--- src/rtl/reset_gen.sv ---
// Reset request generator: merges power-on, debounced button and software resets
// into a registered pulse of guaranteed minimum width. RESET_GEN_WDT_EN adds a watchdog source.
module reset_gen #(
  parameter int POR_CYCLES      = 16,
  parameter int PULSE_CYCLES    = 8,
  parameter int DEBOUNCE_CYCLES = 4,
  parameter int WDT_CYCLES      = 32,
  parameter int CNT_W           = 8
) (
  input  logic       i_clk,
  input  logic       i_rst_n,
  input  logic       i_btn,
  input  logic       i_sw_req,
`ifdef RESET_GEN_WDT_EN
  input  logic       i_wdt_kick,
`endif
  output logic       o_rst,
  output logic [1:0] o_cause,
  output logic       o_done,
  output logic [1:0] o_dbg_state
);

  typedef enum logic [1:0] {
    ST_POR      = 2'd0,
    ST_IDLE     = 2'd1,
    ST_ASSERT   = 2'd2,
    ST_WAIT_BTN = 2'd3
  } state_t;

  localparam logic [1:0] CAUSE_POR = 2'b00;
  localparam logic [1:0] CAUSE_BTN = 2'b01;
  localparam logic [1:0] CAUSE_SW  = 2'b10;

  localparam int MAX_AB     = (POR_CYCLES > PULSE_CYCLES) ? POR_CYCLES : PULSE_CYCLES;
  localparam int MAX_CD     = (DEBOUNCE_CYCLES > WDT_CYCLES) ? DEBOUNCE_CYCLES : WDT_CYCLES;
  localparam int MAX_CYCLES = (MAX_AB > MAX_CD) ? MAX_AB : MAX_CD;

  if (POR_CYCLES < 1 || PULSE_CYCLES < 1 || MAX_CYCLES > (2 ** CNT_W) - 1) begin : g_bad_params
    $error("reset_gen: PULSE/POR cycles must be >= 1 and fit in CNT_W bits");
  end

  localparam logic [CNT_W-1:0] POR_LAST   = CNT_W'(POR_CYCLES - 1);
  localparam logic [CNT_W-1:0] PULSE_LAST = CNT_W'(PULSE_CYCLES - 1);
  localparam logic [CNT_W-1:0] DEB_MAX    = CNT_W'(DEBOUNCE_CYCLES);

  // Button path: two-flop synchroniser, then a saturating run-length counter.
  logic             btn_meta;
  logic             btn_sync;
  logic [CNT_W-1:0] deb_cnt;
  logic             btn_pressed;

  always_ff @(posedge i_clk) begin
    if (!i_rst_n) begin
      btn_meta <= 1'b0;
      btn_sync <= 1'b0;
      deb_cnt  <= '0;
    end else begin
      btn_meta <= i_btn;
      btn_sync <= btn_meta;
      if (!btn_sync) begin
        deb_cnt <= '0;
      end else if (deb_cnt != DEB_MAX) begin
        deb_cnt <= deb_cnt + 1'b1;
      end
    end
  end

  assign btn_pressed = (deb_cnt == DEB_MAX);

  // Requests (debounced button, i_sw_req, watchdog expiry) have no ready: they are
  // sampled only in IDLE and silently dropped in every other state.
  state_t           state_q, state_d;
  logic [CNT_W-1:0] cnt_q, cnt_d;
  logic             rst_d, done_d;
  logic [1:0]       cause_d;

`ifdef RESET_GEN_WDT_EN
  localparam logic [1:0]       CAUSE_WDT = 2'b11;
  localparam logic [CNT_W-1:0] WDT_LAST  = CNT_W'(WDT_CYCLES - 1);
  logic [CNT_W-1:0] wdt_q, wdt_d;
`endif

  always_comb begin
    state_d = state_q;
    cnt_d   = cnt_q;
    rst_d   = o_rst;
    cause_d = o_cause;
    done_d  = 1'b0;
`ifdef RESET_GEN_WDT_EN
    wdt_d   = '0;
`endif
    unique case (state_q)
      ST_POR: begin
        if (cnt_q == POR_LAST) begin
          state_d = ST_IDLE;
          cnt_d   = '0;
          rst_d   = 1'b0;
          done_d  = 1'b1;
        end else begin
          cnt_d = cnt_q + 1'b1;
        end
      end
      ST_IDLE: begin
        rst_d = 1'b0;
        if (btn_pressed) begin
          state_d = ST_ASSERT;
          cnt_d   = '0;
          rst_d   = 1'b1;
          cause_d = CAUSE_BTN;
        end else if (i_sw_req) begin
          state_d = ST_ASSERT;
          cnt_d   = '0;
          rst_d   = 1'b1;
          cause_d = CAUSE_SW;
`ifdef RESET_GEN_WDT_EN
        end else if (i_wdt_kick) begin
          wdt_d = '0;
        end else if (wdt_q == WDT_LAST) begin
          state_d = ST_ASSERT;
          cnt_d   = '0;
          rst_d   = 1'b1;
          cause_d = CAUSE_WDT;
        end else begin
          wdt_d = wdt_q + 1'b1;
`endif
        end
      end
      ST_ASSERT: begin
        if (cnt_q == PULSE_LAST) begin
          cnt_d = '0;
          if (btn_pressed) begin
            state_d = ST_WAIT_BTN;
          end else begin
            state_d = ST_IDLE;
            rst_d   = 1'b0;
            done_d  = 1'b1;
          end
        end else begin
          cnt_d = cnt_q + 1'b1;
        end
      end
      ST_WAIT_BTN: begin
        if (!btn_pressed) begin
          state_d = ST_IDLE;
          rst_d   = 1'b0;
          done_d  = 1'b1;
        end
      end
      default: state_d = ST_POR;
    endcase
  end

  always_ff @(posedge i_clk) begin
    if (!i_rst_n) begin
      state_q <= ST_POR;
      cnt_q   <= '0;
      o_rst   <= 1'b1;
      o_cause <= CAUSE_POR;
      o_done  <= 1'b0;
`ifdef RESET_GEN_WDT_EN
      wdt_q   <= '0;
`endif
    end else begin
      state_q <= state_d;
      cnt_q   <= cnt_d;
      o_rst   <= rst_d;
      o_cause <= cause_d;
      o_done  <= done_d;
`ifdef RESET_GEN_WDT_EN
      wdt_q   <= wdt_d;
`endif
    end
  end

  assign o_dbg_state = state_q;

endmodule

--- config.mk ---
export PLATFORM = sky130hd
export DESIGN_NAME = reset_gen
export DESIGN_NICKNAME = d
export VERILOG_FILES = /design/src/rtl/reset_gen.sv
export SDC_FILE = /design/constraint.sdc
export NUM_CORES = 1
export LEC_CHECK = 0
export ABC_AREA = 1
export ABC_CLOCK_PERIOD_IN_PS = 1400
export BUFFER_PORTS_ARGS = -buffer_cell sky130_fd_sc_hd__buf_2
export CAP_MARGIN = 5
export CORE_MARGIN = 4
export CORE_UTILIZATION = 50
export CTS_CLUSTER_DIAMETER = 120
export CTS_CLUSTER_SIZE = 28
export DETAILED_ROUTE_END_ITERATION = 7
export GPL_ROUTABILITY_DRIVEN = 0
export PLACE_DENSITY = 0.69
export SLEW_MARGIN = 30
export SYNTH_ARGS = -nofsm -noshare
export SYNTH_HDL_FRONTEND = slang
export SYNTH_SLANG_ARGS = --single-unit
--- constraint.sdc ---
create_clock -name i_clk -period 1.4 [get_ports i_clk]
set_input_delay 0.07 -clock i_clk [delete_from_list [all_inputs] [get_ports i_clk]]
set_output_delay 0.07 -clock i_clk [all_outputs]
set_load 0.05 [all_outputs]
==> results of run 1 <==
==> power by group through the flow <==
stage / sequential, W / clock, W / combinational (W)
final: 0.000853 / 0.000328 / 0.00123
after global routing: 0.000867 / 0.000359 / 0.00134
after CTS: 0.000845 / 0.000327 / 0.000981
after detailed placement: 0.000842 / 0 / 0.000926
after global placement: 0.000838 / 0 / 0.000917
after floorplan: 0.000970 / 0 / 0.000565
==> worst register-to-register path: stages, from the launching register on <==
cell and delay (ns):
dfxtp_4 0.40, ha_4 0.18, nand3_4 0.11, o21ai_1 0.22
nand2_2 0.12, nor2_2 0.14, nand2_1 0.07, nand2_1 0.07
nor2_1 0.04
==> area by class of cell <==
| cell class | instances | area (um2) |
|---|---|---|
| inverter | 29 | 125.1 |
| timing repair buffer | 29 | 205.2 |
| fill | 242 | 838.3 |
| multi-input combinational | 156 | 1002 |
| tap | 31 | 38.79 |
| clock buffer | 4 | 26.28 |
| sequential | 24 | 498.0 |
==> per-stage QoR <==
stage / setup slack (ns) / power, W / hold WS [ns] / utilization / std cells
2_1_floorplan: 0.006536 / 0.001535 / 0.1676 / - / 209
3_5_place_dp: -0.07043 / 0.001768 / 0.2623 / 0.5876 / 259
5_1_grt: -0.09630 / 0.002569 / 0.05925 / 0.6934 / 273
4_1_cts: -0.03047 / 0.002154 / 0.05801 / 0.6261 / 267
6_report: -0.01602 / 0.002413 / 0.05013 / 0.6934 / 273
3_3_place_gp: -0.02859 / 0.001755 / 0.2561 / 0.5876 / 259
==> sequential cells by signal, indices dropped and copies added, names as in the netlist <==
signal / flops
deb_cnt: 8
btn_meta: 1
btn_sync: 1
o_cause: 2
o_done: 1
cnt_q: 8
o_dbg_state: 2
o_rst: 1
==> cells in the final DEF (no fill, tap or decap), types with 2 or more instances in the layout <==
| cell | count |
|---|---|
| clkbuf_4 | 3 |
| nor2_2 | 8 |
| buf_2 | 9 |
| inv_1 | 22 |
| inv_2 | 5 |
| nor2_1 | 26 |
| xor2_1 | 3 |
| o21ai_0 | 3 |
| nand2_4 | 2 |
| buf_6 | 2 |
| nand2_1 | 45 |
| dfxtp_2 | 5 |
| buf_4 | 17 |
| nand2_2 | 8 |
| dfxtp_4 | 3 |
| nand2_8 | 2 |
| ha_4 | 5 |
| nand3_2 | 2 |
| o21bai_1 | 2 |
| a21oi_1 | 11 |
| nand3_1 | 9 |
| nand3_4 | 2 |
| ha_1 | 5 |
| o21ai_1 | 4 |
| nand4_1 | 4 |
| o21ai_2 | 5 |
| a21oi_2 | 4 |
| dfxtp_1 | 16 |
==> timing repair <==
item                                   4_1_cts  5_1_grt
setup buffers                                2        6
endpoints found under the hold margin        1        0
setup endpoints to repair                   12       17
pin swaps                                    7       19
gates cloned                                 1        0
hold buffers                                 1        0
gates resized for setup                     16       39
==> worst max path at each step <==
stage / endpoint / cells past startpoint
finish: o_dbg_state[0]$_SDFFE_PN0P_ / 8
global route: cnt_q[6]$_SDFFE_PN0P_ / 8
CTS: cnt_q[7]$_SDFFE_PN0P_ / 11
detailed placement: o_rst$_SDFFE_PN1P_ / 8
global placement: o_dbg_state[0]$_SDFFE_PN0P_ / 8
floorplan: cnt_q[7]$_SDFFE_PN0P_ / 7
==> metal layers <==
metal / routed length [um] / vias to the layer above / part of all wire / global-route usage
met5: 0 / - / 0 / 0
li1: - / 733 / - / -
met2: 1840 / 21 / 0.53 / 0.3369
met1: 1484 / 675 / 0.43 / 0.2272
met3: 103 / 8 / 0.030 / 0.02935
met4: 49 / 0 / 0.014 / 0.06970
==> cells by family (layout without fill, tap and decap cells) <==
| group | Yosys count | after routing | synth area share |
|---|---|---|---|
| AOI/OAI and AO/OA | 31 | 31 | 0.1214 |
| buffers and inverters | 30 | 62 | 0.08531 |
| and+or+nand+nor | 110 | 111 | 0.3430 |
| DFF | 24 | 24 | 0.3377 |
| adders and majority gates | 10 | 10 | 0.08795 |
| xor gates and xnor gates | 4 | 4 | 0.02463 |
==> out/metrics.cfg, run 1 <==
[sta]
relSlewSlack = 0.8080
setup_tns_ns = -0.03718
finalSetupViolCount = 3
maxSlewViolCount = 0
skew_ns = 0.02125
fin_crit_ns = 1.416
grt_setup_unrepaired = true
setup_ws_ns = -0.01602
finalHoldViolations = 0
fin_crit_sh = 1.011
max_freq_mhz = 706.2
tightest_slew_ns = 0.2877

[yosys]
synth_edf_count = 0
synth_async_sr_flop_share = 0
ys_types = 25
ys_ff_latch = 24
synth.most_common_cell = nand2_1
synthCells = 209
synth_flop_cell = dfxtp_1
synth_top_cell_by_area = dfxtp_1
avgSynthCellArea_um2 = 6.807
synth_common_cells = nand2_1 (53), nor2_1 (32), inv_1 (27)
ys_seq_area_frac = 0.3377
synth_nets = 223
synthTopCellsByArea = dfxtp_1 (34%), nand2_1 (14%), ha_1 (8.8%), nor2_1 (8.4%), inv_1 (7.1%)
yosysTopAreaCellShare = 0.3377
syn_area_um2 = 1423
ys_warn_count = 0

[critical_path]
critPathSlowestCell = dfxtp_4
cpPeakStageDelay_ns = 0.40
cp_common_cell = nand2_1
crit_start = cnt_q[1]$_SDFFE_PN0P_
path_cells = ha_4, nand3_4, o21ai_1, nand2_2, nor2_2, nand2_1, nand2_1, nor2_1
cp-start-kind = flip-flop
cp.arrival_ns = 1.65
r2r_slack_ns = -0.02
path_class = reg -> reg
rr_worst_depth = 8
critPathTopFamily = simple AND/OR/NAND/NOR gates
timing.rr.end = o_dbg_state[0]$_SDFFE_PN0P_
cp-end-kind = flip-flop
required_ns = 1.64
crit_buf_inv = 0
crit_fanout = 5
r2r_start = cnt_q[1]$_SDFFE_PN0P_

[clock_tree]
clk_latency_ns = 0.32
clkTransAtPathRegs_ns = 0.15
cts.htree.levels = 1
cts_tree = yes
clock_sinks = 24
clockBufferDepth = 2
clock-root-buffer = clkbuf_4
cts_buffers = 3

[drt]
drt-vias-per-instance = 5.264
vias = 1437
drtAntennaViolNets = 0
route.detailed.drc = 0
drt-initial-drc-count = 58
finalWirelength_um = 3478
drt-wirelength-per-cell_um = 12.74
firstDrtPassIters = 4

[die]
fp.dieW_um = 61.34
initial_utilization = 0.5204
core_um2 = 2734
die-height_um = 61.34
ios = 10
die_area_um2 = 3763
rows = 19

[cells_and_area]
area_growth_pct = 33.25
num_antenna_cells = 0
fin_nets = 257
design_area_um2 = 1896
drive_above_1_share = 0.3554

[place]
placed_cell_area_um2 = 1607
dp_hpwl_um = 2328
port_buffers = 9

[worst_hold_path]
min_to = btn_sync$_SDFF_PN0_
min_path_type = in -> reg
min_from = i_rst_n
whs_path_depth = 3

[status]
violations = setup timing
status = finished with violations

[pwr]
switching_power_w = 0.001037
p_per_area_nw_per_um2 = 1273
p_sw_frac = 0.4297
p_leak_nw = 0.7859
internal-power_w = 0.001376
clkPwrFrac = 0.136
ir_worst_vdd_v = 0.001072
p_comb_frac = 0.511
power.share.sequential = 0.353

[global_route]
grt_pass1_wl_um = 5437
grtUsageTotal = 0.1887
grt.overflow.total = 0
first_global_vias = 1310
antenna_found_initial = 0
grt_max_degree = 14

[job]
maxCapViolCount = 0

(Power assumes the default switching activity.)
==> inputs of run 2 (changes only) <==
ABC_AREA = 0   (was 1)
CORE_MARGIN = 3   (was 4)
CTS_CLUSTER_SIZE = 25   (was 28)
==> run 2 against run 1 <==
  * The flow still finishes with violations (setup timing)
  * Routed wire length up 2.4%
  * Sequential share of layout area down 0.67 points
  * Hold slack gained 0.034 ns
  * Global-route usage is 4.4 points higher
  * Core utilization increased by 7.5 points
  * Cell count fell by 14%
  * Critical path type unchanged
  * Largest power group is now registers
==> out/metrics.cfg, run 2 <==
[status]
status = finished with violations  ; unchanged
violations = setup timing  ; unchanged

[die]
die-height_um = 57.53  ; was 61.34 um
fp.dieW_um = 57.53  ; was 61.34 um
rows = 18  ; was 19
initial_utilization = 0.5310  ; was 0.5204
ios = 10  ; unchanged
core_um2 = 2500  ; was 2734 um2
die_area_um2 = 3309  ; was 3763 um2

[cells_and_area]
fin_cells = 235  ; was 273
reg_top3 = cnt_q x8, deb_cnt x8  ; unchanged
final_common_cell = buf_4  ; was nand2_1
area_growth_pct = 44.67  ; was 33.25%
nFillCells = 176  ; was 242
design_area_um2 = 1921  ; was 1896 um2
drive_above_1_share = 0.4195  ; was 0.3554
num_antenna_cells = 0  ; unchanged
layout_common_cells = buf_4 (40), dfxtp_1 (19), nor2_1 (13), nand2_1 (13), inv_1 (11)  ; was nand2_1 (45), nor2_1 (26), inv_1 (22)
fin_nets = 220  ; was 257

[yosys]
ys_warn_count = 0  ; unchanged
syn_area_um2 = 1328  ; was 1423 um2
synth_edf_count = 0  ; unchanged
ys_types = 42  ; was 25
ys_seq_area_frac = 0.3619  ; was 0.3377
avgSynthCellArea_um2 = 8.565  ; was 6.807 um2
synth_nets = 169  ; was 223
synth_common_cells = dfxtp_1 (24), inv_1 (16), nand2_1 (13), nor2_1 (13), ha_1 (10)  ; was nand2_1 (53), nor2_1 (32), inv_1 (27)
synth_flop_cell = dfxtp_1  ; unchanged
synth.most_common_cell = dfxtp_1  ; was nand2_1
ys_ff_latch = 24  ; unchanged
synth_top_cell_by_area = dfxtp_1  ; unchanged
synthTopCellsByArea = dfxtp_1 (36%), ha_1 (9.4%), inv_1 (4.5%), o2111ai_1 (4.0%), xor2_1 (4.0%)  ; was dfxtp_1 (34%), nand2_1 (14%), ha_1 (8.8%), nor2_1 (8.4%), inv_1 (7.1%)
synthCells = 155  ; was 209
synth_async_sr_flop_share = 0  ; unchanged
yosysTopAreaCellShare = 0.3619  ; was 0.3377

[critical_path]
critPathSlowestCell = or4_4  ; was dfxtp_4
crit_buf_inv = 1  ; was 0
timing.rr.end = o_dbg_state[0]$_SDFFE_PN0P_  ; unchanged
rr_worst_depth = 5  ; was 8
cpPeakStageDelay_ns = 0.54  ; was 0.40 ns
r2r_slack_ns = -0.60  ; was -0.02 ns
cp.arrival_ns = 2.25  ; was 1.65 ns
cp-end-kind = flip-flop  ; unchanged
crit_cells = 5  ; was 8
r2r_start = cnt_q[7]$_SDFFE_PN0P_  ; was cnt_q[1]$_SDFFE_PN0P_
setup.worst_path.end = o_dbg_state[0]$_SDFFE_PN0P_  ; unchanged
path_class = reg -> reg  ; unchanged
path_cells = or4_4, or3_4, a222oi_1, buf_4, mux2i_1  ; was ha_4, nand3_4, o21ai_1, nand2_2, nor2_2, nand2_1, nand2_1, nor2_1
cp-start-kind = flip-flop  ; unchanged
required_ns = 1.65  ; was 1.64 ns
critPathTopFamily = simple AND/OR/NAND/NOR gates  ; unchanged
crit_start = cnt_q[7]$_SDFFE_PN0P_  ; was cnt_q[1]$_SDFFE_PN0P_
crit_fanout = 3  ; was 5

[sta]
tightest_slew_ns = 0.3704  ; was 0.2877 ns
finalHoldViolations = 0  ; unchanged
finalSetupViolCount = 20  ; was 3
maxSlewViolCount = 0  ; unchanged
skew_ns = 0.009955  ; was 0.02125 ns
grt_setup_unrepaired = true  ; unchanged
setup_ws_ns = -0.6019  ; was -0.01602 ns
fin_crit_ns = 2.002  ; was 1.416 ns
relSlewSlack = 0.7531  ; was 0.8080
fin_crit_sh = 1.430  ; was 1.011
max_freq_mhz = 499.5  ; was 706.2 MHz

[clock_tree]
cts.htree.levels = 1  ; unchanged
cts_buffers = 3  ; unchanged
clock_sinks = 24  ; unchanged
clkTransAtPathRegs_ns = 0.14  ; was 0.15 ns
clock-root-buffer = clkbuf_4  ; unchanged
clockBufferDepth = 2  ; unchanged
clk_latency_ns = 0.33  ; was 0.32 ns
cts_tree = yes  ; unchanged

[global_route]
grt_pass1_wl_um = 6085  ; was 5437 um
grtUsageTotal = 0.2322  ; was 0.1887
grt.overflow.total = 0  ; unchanged
first_global_vias = 1329  ; was 1310
antenna_found_initial = 0  ; unchanged
grt_max_degree = 16  ; was 14

[pwr]
p_leak_nw = 0.7779  ; was 0.7859 nW
ir_worst_vdd_v = 0.0007139  ; was 0.001072 V
p_per_area_nw_per_um2 = 824.9  ; was 1273 nW/um2
totalPowerFinal_w = 0.001584  ; was 0.002413 W

[place]
placed_cell_area_um2 = 1722  ; was 1607 um2
dp.cells = 227  ; was 259
dp_hpwl_um = 2522  ; was 2328 um
port_buffers = 9  ; unchanged

[drt]
route.detailed.drc = 0  ; unchanged
drt-initial-drc-count = 64  ; was 58
drt-wirelength-per-cell_um = 15.15  ; was 12.74 um
finalWirelength_um = 3560  ; was 3478 um
firstDrtPassIters = 4  ; unchanged
vias = 1329  ; was 1437
drt-vias-per-instance = 5.655  ; was 5.264
drtAntennaViolNets = 0  ; unchanged

[worst_hold_path]
min_path_type = in -> reg  ; unchanged

[job]
maxCapViolCount = 0  ; unchanged

==> run 2: cell types whose count changed after synthesis, moves of 4 or more <==
| cell | change |
|---|---|
| a21oi_1 | -13 |
| clkbuf_1 | +4 |
| inv_1 | -11 |
| mux2i_1 | +4 |
| nand2_1 | -40 |
| nand4_1 | -4 |
| nor2_1 | -19 |
| o2111ai_1 | +6 |
| o221ai_1 | +5 |
==> run 2: report_power, final <==
group / switching [W] / internal, W / total (W)
logic: 0.000247 / 0.000207 / 0.000454
registers: 0.0000273 / 0.000722 / 0.000750
clock network: 0.000221 / 0.000159 / 0.000380
==> run 2: logic make-up (layout without fill, tap and decap cells) <==
logic type	after synthesis	in the layout	share of synthesized area
AO/OA/AOI/OAI	33	33	0.1989
XOR/XNOR	7	7	0.04618
adder cells (fa/ha/maj)	10	10	0.09425
buffers and inverters	21	71	0.06032
flip-flops	24	24	0.3619
multiplexers	4	4	0.03016
AND/OR/NAND/NOR	56	56	0.2083
==> run 2: cell type report <==
class	instances	area, um2	area share
Clock buffer	4	36.28	0.01889
Sequential cell	24	491.7	0.2560
Multi-Input combinational cell	110	928.4	0.4834
Tap cell	30	37.54	0.01954
Inverter	16	60.06	0.03127
Timing Repair Buffer	51	366.6	0.1909
==> run 2: worst min path at each step <==
| stage | from | to | slack [ns] | depth (start not counted) |
|---|---|---|---|---|
| 2_1_floorplan | i_btn | btn_meta$_SDFF_PN0_ | 0.20 | 1 |
| 3_3_place_gp | i_btn | btn_meta$_SDFF_PN0_ | 0.28 | 2 |
| 3_5_place_dp | i_btn | btn_meta$_SDFF_PN0_ | 0.31 | 2 |
| 4_1_cts | i_rst_n | o_cause[1]$_SDFFE_PN0P_ | 0.08 | 3 |
| 5_1_grt | i_rst_n | o_cause[1]$_SDFFE_PN0P_ | 0.11 | 3 |
| 6_report | i_rst_n | o_cause[1]$_SDFFE_PN0P_ | 0.08 | 3 |
==> run 2: per-stage QoR <==
step / TNS, ns / worst slack, ns / utilization / hold WS, ns
6_report: -6.366 / -0.6019 / 0.7683 / 0.08446
4_1_cts: -6.159 / -0.6093 / 0.7362 / 0.07587
3_3_place_gp: -6.144 / -0.5519 / 0.6887 / 0.2771
2_1_floorplan: -5.000 / -0.6710 / - / 0.1973
5_1_grt: -7.928 / -0.6725 / 0.7683 / 0.1104
3_5_place_dp: -7.323 / -0.6489 / 0.6887 / 0.3052
==> run 2: routing by layer <==
layer	vias up	routed length [um]	track usage
li1	658	-	-
met1	626	1604	0.3008
met2	32	1759	0.3903
met3	13	96	0.02262
met4	0	100	0.09934
met5	-	0	0
==> run 2: worst reg2reg max path, delay by kind of cell (launching register included) <==
| kind | cells | cell delay (ns) |
|---|---|---|
| buffers and inverters | 1 | 0.18 |
| AOI/OAI and AO/OA | 1 | 0.30 |
| DFF | 1 | 0.34 |
| muxes | 1 | 0.19 |
| and+or+nand+nor | 2 | 0.92 |
==> run 2: what timing repair did <==
item / CTS / global route
hold buffers: 1 / 0
hold endpoints to repair: 1 / 0
resized for setup: 16 / 11
pin swaps: 13 / 3
buffers inserted: 1 / 2
setup endpoints to repair: 22 / 22
